<file path="config.mk">
export PLATFORM = sky130hd
export DESIGN_NAME = seg_scan_rx
export DESIGN_NICKNAME = d
export VERILOG_FILES = /design/src/rtl/seg_scan_rx.sv
export SDC_FILE = /design/constraint.sdc
export NUM_CORES = 1
export LEC_CHECK = 0
export ABC_AREA = 0
export CAP_MARGIN = 20
export CORE_MARGIN = 2
export CORE_UTILIZATION = 58
export CTS_CLUSTER_DIAMETER = 100
export CTS_CLUSTER_SIZE = 40
export DETAILED_ROUTE_END_ITERATION = 6
export GPL_ROUTABILITY_DRIVEN = 0
export MAX_ROUTING_LAYER = met4
export PLACE_DENSITY = 0.8
export SLEW_MARGIN = 20
export SYNTH_ARGS = -nofsm -noshare
export SYNTH_HDL_FRONTEND = slang
export SYNTH_SLANG_ARGS = --single-unit
</file>
<file path="constraint.sdc">
create_clock -name CLK -period 4.6 [get_ports CLK]
set_input_delay 1.38 -clock CLK [delete_from_list [all_inputs] [get_ports CLK]]
set_output_delay 1.38 -clock CLK [all_outputs]
set_load 0.02 [all_outputs]
</file>
<file path="src/rtl/seg_scan_rx.sv">
// Receive side of the 8-digit multiplexed seven-segment bus: settles, decodes and frames the scanned digits.
// Latency: digit accepted STABLE_CYC samples after it appears; FRAME_VALID 1 cycle after the 8th digit's accept.
// Backpressure: none; the bus is observed passively and every output is a level or a one-cycle pulse.
module seg_scan_rx #(
  parameter int unsigned STABLE_CYC = 4,
  parameter int unsigned TIMEOUT    = 1000000,
  parameter int unsigned TO_W       = 20
) (
  input  logic        CLK,
  input  logic        N_Reset,
  input  logic [7:0]  SEG_COM,
  input  logic [7:0]  SEG_DATA,
  output logic [31:0] DIGITS,
  output logic [7:0]  BLANK,
  output logic [7:0]  DP,
  output logic        FRAME_VALID,
  output logic        SEG_ERR,
  output logic        STALE
);

  localparam logic [7:0]      STABLE_V = 8'(STABLE_CYC);
  localparam logic [7:0]      STABLE_M1 = 8'(STABLE_CYC - 1);
  localparam logic [TO_W-1:0] TO_V     = TO_W'(TIMEOUT);
  localparam logic [TO_W-1:0] TO_LAST  = TO_W'(TIMEOUT - 1);
  localparam logic [TO_W-1:0] TO_ONE   = TO_W'(1);

  typedef enum logic [1:0] {
    S_IDLE    = 2'd0,
    S_COLLECT = 2'd1,
    S_PUBLISH = 2'd2
  } state_t;

  state_t          state_q, state_d;
  logic [7:0]      com_q, data_q, com_p_q, data_p_q;
  logic [7:0]      cnt_q, cnt_d;
  logic [7:0]      seen_q, seen_d;
  logic [31:0]     wval_q, wval_d;
  logic [7:0]      wblank_q, wblank_d;
  logic [7:0]      wdp_q, wdp_d;
  logic [31:0]     digits_q, digits_d;
  logic [7:0]      blank_q, blank_d;
  logic [7:0]      dp_q, dp_d;
  logic            err_q, err_d;
  logic            stale_q, stale_d;
  logic [TO_W-1:0] to_q, to_d;

  logic            same, acc, com_blank, com_one;
  logic [7:0]      com_inv;
  logic [2:0]      dig_idx;
  logic [5:0]      dec;

  // Segment pattern {A..G} to {legal, blank, value}.
  function automatic logic [5:0] seg_dec(input logic [6:0] s);
    logic [5:0] r;
    case (s)
      7'b1111110: r = {2'b10, 4'h0};
      7'b0110000: r = {2'b10, 4'h1};
      7'b1101101: r = {2'b10, 4'h2};
      7'b1111001: r = {2'b10, 4'h3};
      7'b0110011: r = {2'b10, 4'h4};
      7'b1011011: r = {2'b10, 4'h5};
      7'b1011111: r = {2'b10, 4'h6};
      7'b1110000: r = {2'b10, 4'h7};
      7'b1111111: r = {2'b10, 4'h8};
      7'b1111011: r = {2'b10, 4'h9};
      7'b1110111: r = {2'b10, 4'hA};
      7'b0011111: r = {2'b10, 4'hB};
      7'b1001110: r = {2'b10, 4'hC};
      7'b0111101: r = {2'b10, 4'hD};
      7'b1001111: r = {2'b10, 4'hE};
      7'b1000111: r = {2'b10, 4'hF};
      7'b0000000: r = {2'b11, 4'h0};
      default:    r = 6'b000000;
    endcase
    return r;
  endfunction

  // Stability tracking: count consecutive identical registered samples, accept once on reaching STABLE_CYC.
  always_comb begin
    same  = ({com_q, data_q} == {com_p_q, data_p_q});
    acc   = same && (cnt_q == STABLE_M1);
    cnt_d = 8'd1;
    if (same) begin
      cnt_d = (cnt_q == STABLE_V) ? cnt_q : cnt_q + 8'd1;
    end
  end

  // Classify the select lines and find the single low bit when there is one.
  always_comb begin
    com_blank = (com_q == 8'hFF);
    com_inv   = ~com_q;
    com_one   = (com_inv != 8'h00) && ((com_inv & (com_inv - 8'd1)) == 8'h00);
    dig_idx   = 3'd0;
    for (int k = 0; k < 8; k++) begin
      if (!com_q[k]) dig_idx = 3'(k);
    end
    dec = seg_dec(data_q[7:1]);
  end

  // Frame assembly, error handling, timeout and the collect/publish state machine.
  always_comb begin
    state_d  = state_q;
    seen_d   = seen_q;
    wval_d   = wval_q;
    wblank_d = wblank_q;
    wdp_d    = wdp_q;
    digits_d = digits_q;
    blank_d  = blank_q;
    dp_d     = dp_q;
    err_d    = 1'b0;
    stale_d  = stale_q;
    to_d     = (to_q != TO_V) ? to_q + TO_ONE : to_q;

    // The publish cycle clears the mask first so a same-cycle accept lands in the next frame.
    if (state_q == S_PUBLISH) begin
      seen_d  = 8'h00;
      state_d = S_COLLECT;
    end

    if (acc && !com_blank) begin
      if (com_one && dec[5]) begin
        wval_d[{dig_idx, 2'b00} +: 4] = dec[3:0];
        wblank_d[dig_idx]             = dec[4];
        wdp_d[dig_idx]                = data_q[0];
        seen_d[dig_idx]               = 1'b1;
        to_d                          = '0;
        if (state_d == S_IDLE) state_d = S_COLLECT;
        if (seen_d == 8'hFF) begin
          // Outputs load on entry to PUBLISH so they are valid alongside FRAME_VALID.
          digits_d = wval_d;
          blank_d  = wblank_d;
          dp_d     = wdp_d;
          stale_d  = 1'b0;
          state_d  = S_PUBLISH;
        end
      end else begin
        err_d   = 1'b1;
        seen_d  = 8'h00;
        state_d = S_IDLE;
      end
    end

    // Timeout fires once when the counter reaches TIMEOUT; a valid accept that cycle cleared it already.
    if ((to_q == TO_LAST) && (to_d != '0)) begin
      stale_d = 1'b1;
      seen_d  = 8'h00;
      state_d = S_IDLE;
    end
  end

  // State and datapath registers.
  always_ff @(posedge CLK or negedge N_Reset) begin
    if (!N_Reset) begin
      state_q  <= S_IDLE;
      com_q    <= 8'hFF;
      data_q   <= 8'h00;
      com_p_q  <= 8'hFF;
      data_p_q <= 8'h00;
      cnt_q    <= 8'd0;
      seen_q   <= 8'h00;
      wval_q   <= 32'h0;
      wblank_q <= 8'h00;
      wdp_q    <= 8'h00;
      digits_q <= 32'h0;
      blank_q  <= 8'hFF;
      dp_q     <= 8'h00;
      err_q    <= 1'b0;
      stale_q  <= 1'b1;
      to_q     <= '0;
    end else begin
      state_q  <= state_d;
      com_q    <= SEG_COM;
      data_q   <= SEG_DATA;
      com_p_q  <= com_q;
      data_p_q <= data_q;
      cnt_q    <= cnt_d;
      seen_q   <= seen_d;
      wval_q   <= wval_d;
      wblank_q <= wblank_d;
      wdp_q    <= wdp_d;
      digits_q <= digits_d;
      blank_q  <= blank_d;
      dp_q     <= dp_d;
      err_q    <= err_d;
      stale_q  <= stale_d;
      to_q     <= to_d;
    end
  end

  assign DIGITS      = digits_q;
  assign BLANK       = blank_q;
  assign DP          = dp_q;
  assign FRAME_VALID = (state_q == S_PUBLISH);
  assign SEG_ERR     = err_q;
  assign STALE       = stale_q;

endmodule

</file>
==> results.json <==
{
  "r2r_end": "DIGITS[19]$_DFFE_PN0P_",
  "cp_top_family": "simple AND/OR/NAND/NOR gates",
  "hold_viol": 0,
  "ctsResizeCount": 0,
  "ys_ff_latch": 168,
  "finalCritPeriodShare_pct": 82.8,
  "first_pass_iters": 5,
  "first_global_vias": 5470,
  "drv_cap": 0,
  "cts-root-buf": "clkbuf_16",
  "cts_setup_buffers": 0,
  "n_antenna_cell": 0,
  "synth.distinct_cells": 65,
  "dp_hpwl_microns": 11200,
  "p_sw_w": 0.000677,
  "max-vdd-ir-drop_v": 0.000282,
  "min_path_type": "flip-flop to flip-flop",
  "r2r-start": "com_q[6]$_DFF_PN1_",
  "crit_buf_inv": 2,
  "r2r_slack_ps": 790,
  "synth_commonest_cells": "143 x dfrtp_1, 108 x mux2_2, 54 x nor2_1",
  "overflow": 0,
  "num_rows": 43,
  "power_frac_comb_pct": 4.3,
  "crit_chain": "inv_1 -> o21ai_0 -> or2_1 -> inv_1 -> ha_1 -> ha_1 -> nor4_1 -> mux2_2 -> mux2_1",
  "criticalPathCategory": "flip-flop to flip-flop",
  "rsz0062_at_grt": "false",
  "start_util_pct": 58.8,
  "leakagePower_nw": 4.29,
  "fin_setup_tns_ps": 0,
  "yosysSeqAreaShare_pct": 52.5,
  "syn-cell-area_sq_mm": 0.00807,
  "worstMarginPinSlew_ps": 1020,
  "clkTransAtPathRegs_ps": 60,
  "io_buffers": 68,
  "syn2layout_area_growth_pct": 16.7,
  "worstSetupEndpointType": "flip-flop",
  "cts_tree": "built",
  "fillers": 1006,
  "cts_hold_buf": 0,
  "crit_arrival_ps": 4110,
  "yosys.cell_count.top_type": "dfrtp_1",
  "die_height_microns": 122,
  "netlist_instances": 673,
  "yosys-top-cells-area": "dfrtp_1 44%, mux2_2 15%, dfstp_2 8.1%",
  "clock_path_buffers": 2,
  "core_area_sq_mm": 0.0137,
  "crit_cells": 9,
  "endpoint": "DIGITS[19]$_DFFE_PN0P_",
  "max_freq_ghz": 0.262,
  "synth_edf_count": 0,
  "slew_headroom_pct": 31.4,
  "startpoint_type": "flip-flop",
  "critPathMaxStageDelay_ps": 920,
  "synth.net_count": 697,
  "grt_usage_pct": 24.4,
  "yosys.area.top_type_share_pct": 44.3,
  "ys.warnings.count": 0,
  "antenna_left": 0,
  "reg2regPathDepth": 9,
  "avgSynthCellArea_sq_um": 12.0,
  "worstPathMaxFanout": 13,
  "slew_viol_final": 0,
  "setup_violations": 0,
  "clock_latency_ps": 430,
  "whs_path_depth": 0,
  "seqPwrFrac_pct": 50.7,
  "clkPwrFrac_pct": 44.9,
  "power.density_mw_per_mm2": 320,
  "die_w_microns": 122,
  "drive_above_1_share_pct": 25.3,
  "grt_pass1_wl_microns": 27300,
  "cts_buffers": 17,
  "status": "completed",
  "period_needed_ps": 3810,
  "die_area_sq_mm": 0.0149,
  "dp_cells": 892,
  "antenna_found_initial": 0,
  "yosysTopAreaCell": "dfrtp_1",
  "intPower_w": 0.00234,
  "critPathSlowestCell": "nor4_1",
  "startpoint": "com_q[6]$_DFF_PN1_",
  "routed_wl_microns": 16500,
  "vias_per_cell": 5.87,
  "pin_count": 69,
  "swShare_pct": 22.5,
  "htreeDepth": 4,
  "grt_max_degree": 93,
  "nets": 755,
  "ys_async_sr_fraction_pct": 100,
  "num_vias": 5428,
  "synthFlopType": "dfrtp_1",
  "remaining_drc_errors": 0,
  "wl_per_cell_microns": 17.9,
  "skew_ps": 8.60,
  "drt_iter0_drc": 433,
  "crit_required_ps": 4900,
  "instances_no_fill": 924,
  "cts_sinks": 168
}
[state kept, by name, summed over array words and instances (netlist names)]
name	count
DP	8
DIGITS	32
BLANK	8
state_q	2
data_q	8
wval_q	32
SEG_ERR	1
wdp_q	8
wblank_q	8
cnt_q	8
com_p_q	8
seen_q	8
STALE	1
data_p_q	8
to_q	20
com_q	8
[cells in the final DEF (no fill, tap or decap), types with 4 or more instances in the layout]
cell type and instances:
a21oi_1 9, a22o_1 16, and3_1 4, and4_1 4, buf_4 10, clkbuf_16 17
clkdlybuf4s50_1 67, clkinv_2 5, dfrtp_1 143, dfstp_2 25, ha_1 6, inv_1 16
mux2_1 20, mux2_2 108, nand2_1 25, nand2b_1 10, nand3_1 38, nand3b_1 4
nand4_1 9, nand4b_1 4, nor2_1 54, nor2b_1 10, nor3_1 6, nor4_1 6
nor4_2 4, o21ai_0 14, o2bb2ai_1 6, xnor2_1 17, xor2_1 25
[per-layer routing]
| layer | global-route usage [%] | vias up | wire (microns) |
|---|---|---|---|
| li1 | - | 2524 | - |
| met1 | 32.1 | 2724 | 7530 |
| met2 | 37.5 | 154 | 7920 |
| met3 | 5.57 | 26 | 814 |
| met4 | 8.62 | 0 | 271 |
| met5 | - | - | 0 |
[power groups by stage]
| stage | Clock [W] | Combinational (W) | Sequential (W) |
|---|---|---|---|
| 5_1_grt | 0.00145 | 0.000146 | 0.00153 |
| 4_1_cts | 0.00138 | 0.000132 | 0.00153 |
| 3_5_place_dp | 0 | 0.000130 | 0.00156 |
| 2_1_floorplan | 0 | 0.0000833 | 0.00153 |
| 3_3_place_gp | 0 | 0.000126 | 0.00155 |
| 6_report | 0.00135 | 0.000131 | 0.00153 |
[layout make-up]
cell class                 count  area, sq um  area share [%]
clock buffer                  22          474            5.04
multi-input combinational    449         3550            37.7
inverter                      16         60.1           0.638
tap                          180          225            2.39
sequential                   168         4240            45.0
clock inverter                10         92.6           0.983
timing repair buffer          79          777            8.25
[stage by stage]
step	hold WS [ps]	area, sq um	setup slack (ps)	utilization, %	total power [W]
final	430	9420	790	68.6	0.00302
after global routing	442	9420	500	68.6	0.00313
after CTS	431	9420	811	68.6	0.00304
after detailed placement	420	8850	900	64.5	0.00169
after global placement	410	8850	1140	64.5	0.00168
after floorplan	352	8070	1270	-	0.00162
[worst reg2reg max path, cell delays in order, from the launching register on]
cell	delay, ps
dfstp_2	640
inv_1	80
o21ai_0	410
or2_1	240
inv_1	110
ha_1	230
ha_1	340
nor4_1	920
mux2_2	420
mux2_1	290
[how the worst min path moves through the flow]
| stage | from | to | slack (ps) |
|---|---|---|---|
| 2_1_floorplan | com_q[1]$_DFF_PN1_ | com_p_q[1]$_DFF_PN1_ | 350 |
| 5_1_grt | com_q[0]$_DFF_PN1_ | com_p_q[0]$_DFF_PN1_ | 440 |
| 6_report | com_q[0]$_DFF_PN1_ | com_p_q[0]$_DFF_PN1_ | 430 |
| 3_5_place_dp | com_q[0]$_DFF_PN1_ | com_p_q[0]$_DFF_PN1_ | 420 |
| 4_1_cts | com_q[0]$_DFF_PN1_ | com_p_q[0]$_DFF_PN1_ | 430 |
| 3_3_place_gp | com_q[4]$_DFF_PN1_ | com_p_q[4]$_DFF_PN1_ | 410 |
[logic make-up (layout without fill, tap and decap cells)]
group | after synthesis | count (layout) | share of synthesized area [%]
compound gates | 70 | 70 | 6.61
xor+xnor | 42 | 42 | 4.56
fa+ha+maj | 7 | 7 | 1.05
buf+inv | 56 | 127 | 3.49
flops | 168 | 168 | 52.5
mux | 130 | 130 | 18.1
simple gates | 200 | 200 | 13.7
No activity file was read; power rests on OpenSTA's default activity.
==> patch 1 (same flow settings) <==
Change the parameter `TO_W` from 20 to 24.
--- a/src/rtl/seg_scan_rx.sv
+++ b/src/rtl/seg_scan_rx.sv
@@ -4,7 +4,7 @@
 module seg_scan_rx #(
   parameter int unsigned STABLE_CYC = 4,
   parameter int unsigned TIMEOUT    = 1000000,
-  parameter int unsigned TO_W       = 20
+  parameter int unsigned TO_W       = 24
 ) (
   input  logic        CLK,
   input  logic        N_Reset,
Formal check against the unedited RTL: no difference found for any inputs over 4 cycles, from zero or initial values and one cycle with N_Reset low; that may be too few to reach the edited logic, so the function may still have changed.
==> patch 1 against the original RTL <==
Count of clock-buffer cells in the layout shrank 3. Sequential cell count grew 4. Area after synthesis rose by 2.4%. Non-clock buffer count is 2 lower. Critical path depth is 2 lower. Combinational power about the same. Total power rose by 3.6%. Sequential share of layout area decreased by 0.11 points. Routed wire length rose by 7.8%. Final area grew 2.6%. Worst setup slack improved by 220 ps. First-iteration DRC count down 14%. Critical endpoint is now DIGITS[5].
==> patch 1: results (changes against the original RTL) <==
.. list-table::
   :header-rows: 1

   * - Metric
     - Value
   * - Outcome
     - finished, final reports clean (unchanged)
   * - Total GRT Usage
     - 26.1% (was 24.4%)
   * - Wire length of the first global-routing pass
     - 29,900 um (was 27,300 um)
   * - Iteration count of the initial detailed-routing pass
     - 4 (was 5)
   * - Final-layout clock buffer total
     - 19 (was 22)
   * - Synthesized-area fraction occupied by ao, oa, aoi and oai cells
     - 6.57% (was 6.61%)
   * - Worst setup path startpoint
     - data_q[0] (was com_q[6])
   * - Worst slew pin tran
     - 869 ps (was 1020 ps)
   * - Number of flip-flops and latches
     - 172 (was 168)
   * - Leakage power
     - 0.00432 uW (was 0.00429 uW)
   * - Detailed placement HPWL
     - 12,000 um (was 11,200 um)
   * - DR iter-0 viols
     - 371 (was 433)
   * - Arrival time at the worst endpoint
     - 3910 ps (was 4110 ps)
   * - Met2 Use GR
     - 41.1% (was 37.5%)
   * - IR Drop Worst-Case VDD
     - 0.355 mV (was 0.282 mV)
   * - Cell type of the slowest stage on the worst timing path
     - dfrtp_1 (was nor4_1)
   * - End point of the critical path
     - DIGITS[5] (was DIGITS[19])
   * - Net count of the finished layout
     - 823 (was 755)
   * - Count of different cell masters after synthesis
     - 64 (was 65)
   * - Multi-input gate area in the final layout
     - 3680 um2 (was 3550 um2)
   * - Proportion of synthesized area in mux cells
     - 15.3% (was 18.1%)
   * - Delay contributed by the slowest stage of the critical path
     - 680 ps (was 920 ps)
   * - Fill cell instance count of the final layout
     - 949 (was 1,006)
   * - Clock network share of area
     - 6.15% (was 6.02%)
   * - Number of inverters outside the clock class in the layout
     - 18 (was 16)
-- patch 1: stage by stage --
stage	cells	setup WS (ps)	utilization, %	hold WS (ps)
after global placement	957	1180	65.3	384
final	989	1010	69.6	398
after floorplan	737	1460	-	349
after detailed placement	957	1050	65.3	386
after global routing	989	733	69.6	412
after CTS	989	994	69.6	398
-- patch 1: cells by family (layout without fill, tap and decap cells) --
group / Yosys count / in the layout
DFF: 172 / 172
AOI/OAI and AO/OA: 80 / 80
muxes: 113 / 113
adders and majority gates: 9 / 9
xor gates and xnor gates: 44 / 44
and+or+nand+nor: 264 / 264
buffers and inverters: 55 / 127
-- patch 1: where the power goes --
group | leakage, uW | internal, uW | total, uW | switching (uW)
Combinational | 0.00177 | 45.8 | 131 | 85.1
Sequential | 0.00226 | 1530 | 1560 | 29.2
Clock | 0.000299 | 780 | 1430 | 650
-- patch 1: per-layer routing --
metal / share of wire [%] / vias up
li1: - / 2724
met1: 45 / 2939
met2: 49 / 157
met3: 4.5 / 24
met4: 1.3 / 0
met5: 0 / -
==> patch 2 (config.mk and constraints unchanged) <==
Without the edit above. One comparison of `cnt_q` changes from == to >=.
--- a/src/rtl/seg_scan_rx.sv
+++ b/src/rtl/seg_scan_rx.sv
@@ -81,7 +81,7 @@
     acc   = same && (cnt_q == STABLE_M1);
     cnt_d = 8'd1;
     if (same) begin
-      cnt_d = (cnt_q == STABLE_V) ? cnt_q : cnt_q + 8'd1;
+      cnt_d = (cnt_q >= STABLE_V) ? cnt_q : cnt_q + 8'd1;
     end
   end
 
Function: no difference found for any inputs over 4 cycles, from zero or initial values and one cycle with N_Reset low; that may be too few to reach the edited logic, so the function may still have changed.
==> patch 2 against the original RTL <==
Global-route usage increased by 1.3 points. Non-clock buffer count fell by 3. Sequential share of layout area fell by 0.44 points. Clock power is 15% higher. Routed wire length is 4.4% higher. Core utilization grew 0.41 points. Total power rose by 6.7%. Worst setup slack better by 150 ps. Clock skew grew 3.9 ps. Final area increased by 1.0%. Area after synthesis is 0.43% higher. Sequential cell count stayed put. Synthesized cell count is 1.0% lower. Critical endpoint is now wval_q[26].
==> patch 2: results (changes against the original RTL) <==
.. list-table::
   :header-rows: 1

   * - Metric
     - Value
   * - Post-Route WL
     - 17,300 um (was 16,500 um)
   * - Arrival time at the worst endpoint
     - 3960 ps (was 4110 ps)
   * - Min-Delay Path Depth
     - 0 (unchanged)
   * - Max-capacitance violation count
     - 0 (unchanged)
   * - Depth of the CTS H-tree
     - 4 (unchanged)
   * - IO buf count
     - 68 (unchanged)
   * - Clock Tree Root
     - clkbuf_16 (unchanged)
   * - Path depth of the worst reg2reg path
     - 11 (was 9)
   * - Post-placement cell area
     - 8870 um2 (was 8850 um2)
   * - IR Drop Worst-Case VDD
     - 0.222 mV (was 0.282 mV)
   * - Setup Buffers After CTS
     - 0 (unchanged)
   * - Post-route clock skew
     - 12.5 ps (was 8.60 ps)
   * - Leading cell types by total area after synthesis
     - dfrtp_1 (44%), mux2_2 (15%), dfstp_2 (8.1%) (unchanged)
   * - Leading post-synthesis cells by instance count
     - dfrtp_1 (143), mux2_2 (108), nand2_1 (48) (was dfrtp_1 (143), mux2_2 (108), nor2_1 (54))
   * - Setup slack, reg-to-reg
     - 940 ps (was 790 ps)
   * - Total inserted antenna cells
     - 0 (unchanged)
   * - Class of the worst hold path
     - register to register (unchanged)
   * - Maximum buffer depth of the clock tree
     - 2 (unchanged)
   * - End of the worst register-to-register path
     - wval_q[26] (was DIGITS[19])
   * - Final setup fails
     - 0 (unchanged)
   * - Clock buffer count from CTS
     - 17 (unchanged)
   * - Hold Path End
     - com_p_q[2] (was com_p_q[0])
   * - Syn nets
     - 690 (was 697)
   * - Synth async-reset ratio
     - 100% (unchanged)
   * - R2r startpoint
     - com_q[3] (was com_q[6])
   * - Detailed placement HPWL
     - 11,500 um (was 11,200 um)
   * - Number of global-route vias before repair
     - 5,527 (was 5,470)
   * - Startpoint of the tightest hold check path
     - com_q[2] (was com_q[0])
   * - DR iter-0 viols
     - 402 (was 433)
   * - Outcome
     - finished, final reports clean (unchanged)
   * - Clock latency at the later pin of the worst-skew pair
     - 430 ps (about the same)
   * - Worst slew pin tran
     - 924 ps (was 1020 ps)
   * - Number of gates resized after CTS
     - 0 (unchanged)
   * - Fraction of layout instances using a drive strength above 1
     - 28.1% (was 25.3%)
   * - Clock edge transition at the registers on the reported setup and hold paths
     - 60 ps (about the same)
   * - Critical path fanouts, max
     - 9 (was 13)
   * - Net count of the finished layout
     - 748 (was 755)
   * - Synth Flop Type
     - dfrtp_1 (unchanged)
   * - Total GRT Usage
     - 25.7% (was 24.4%)
   * - Register area share after synthesis
     - 52.3% (was 52.5%)
   * - Antenna violations before repair
     - 0 (unchanged)
   * - Count of warnings emitted by yosys
     - 0 (unchanged)
   * - Pin count of the biggest net entering global routing
     - 103 (was 93)
   * - Count of different cell masters after synthesis
     - 72 (was 65)
   * - Iteration count of the initial detailed-routing pass
     - 5 (unchanged)
   * - Routed vias/inst
     - 5.92 (was 5.87)
   * - WS Path Type
     - register to register (unchanged)
   * - Wire length of the first global-routing pass
     - 28,400 um (was 27,300 um)
   * - Leakage power
     - 0.00429 uW (about the same)
-- patch 2: cell families (layout without fill, tap and decap cells) --
group / count (synthesis) / after routing / synth area share [%]
AND/OR/NAND/NOR: 199 / 199 / 13.8
flip-flops: 168 / 168 / 52.3
multiplexers: 139 / 139 / 19.5
AO/OA/AOI/OAI: 64 / 64 / 5.85
buffers and inverters: 53 / 124 / 3.64
XOR/XNOR: 36 / 36 / 3.89
adder cells (fa/ha/maj): 7 / 7 / 1.05
-- patch 2: worst max-delay path: stages (launching register included) --
cell and delay (ps):
dfstp_2 630, inv_1 100, o21a_2 260, o21ai_4 260, and2_1 250, ha_1 180, ha_1 280, nor2_1 120
nand2_1 130, or4b_1 690, nor3_4 280, mux2_2 370
-- patch 2: worst max path at each step --
stage,to
floorplan,DIGITS[24]
global placement,DIGITS[27]
detailed placement,wval_q[25]
CTS,wval_q[26]
global route,wval_q[26]
finish,wval_q[26]
-- patch 2: layout make-up --
| type | instances | area [um2] |
|---|---|---|
| clock buffer | 20 | 447 |
| clock inverter | 12 | 198 |
| fill | 978 | 4260 |
| inverter | 16 | 60.1 |
| multi-input combinational | 445 | 3580 |
| sequential | 168 | 4240 |
| tap | 180 | 225 |
| timing repair buffer | 76 | 767 |
-- patch 2: stage by stage --
stage	utilization [%]	setup WS [ps]	cells	hold WS (ps)
4_1_cts	69.1	983	917	417
2_1_floorplan	-	1310	666	352
5_1_grt	69.1	794	917	428
3_3_place_gp	64.4	1190	885	399
3_5_place_dp	64.4	1020	885	416
6_report	69.1	943	917	424
-- patch 2: power breakdown --
part,switching [uW],leakage (uW),internal (uW)
sequential,33.5,0.00220,1500
combinational,81.8,0.00178,55.0
clock,571,0.000310,977
-- patch 2: layer usage --
layer  part of all wire (%)  vias up  wire length, um  GRT usage (%)
met5                      0        -                0              -
met4                    2.3        0              389           10.8
met3                    4.7       38              808           6.04
met2                     51      161             8780           41.5
met1                     42     2741             7280           31.2
li1                       -     2486                -              -
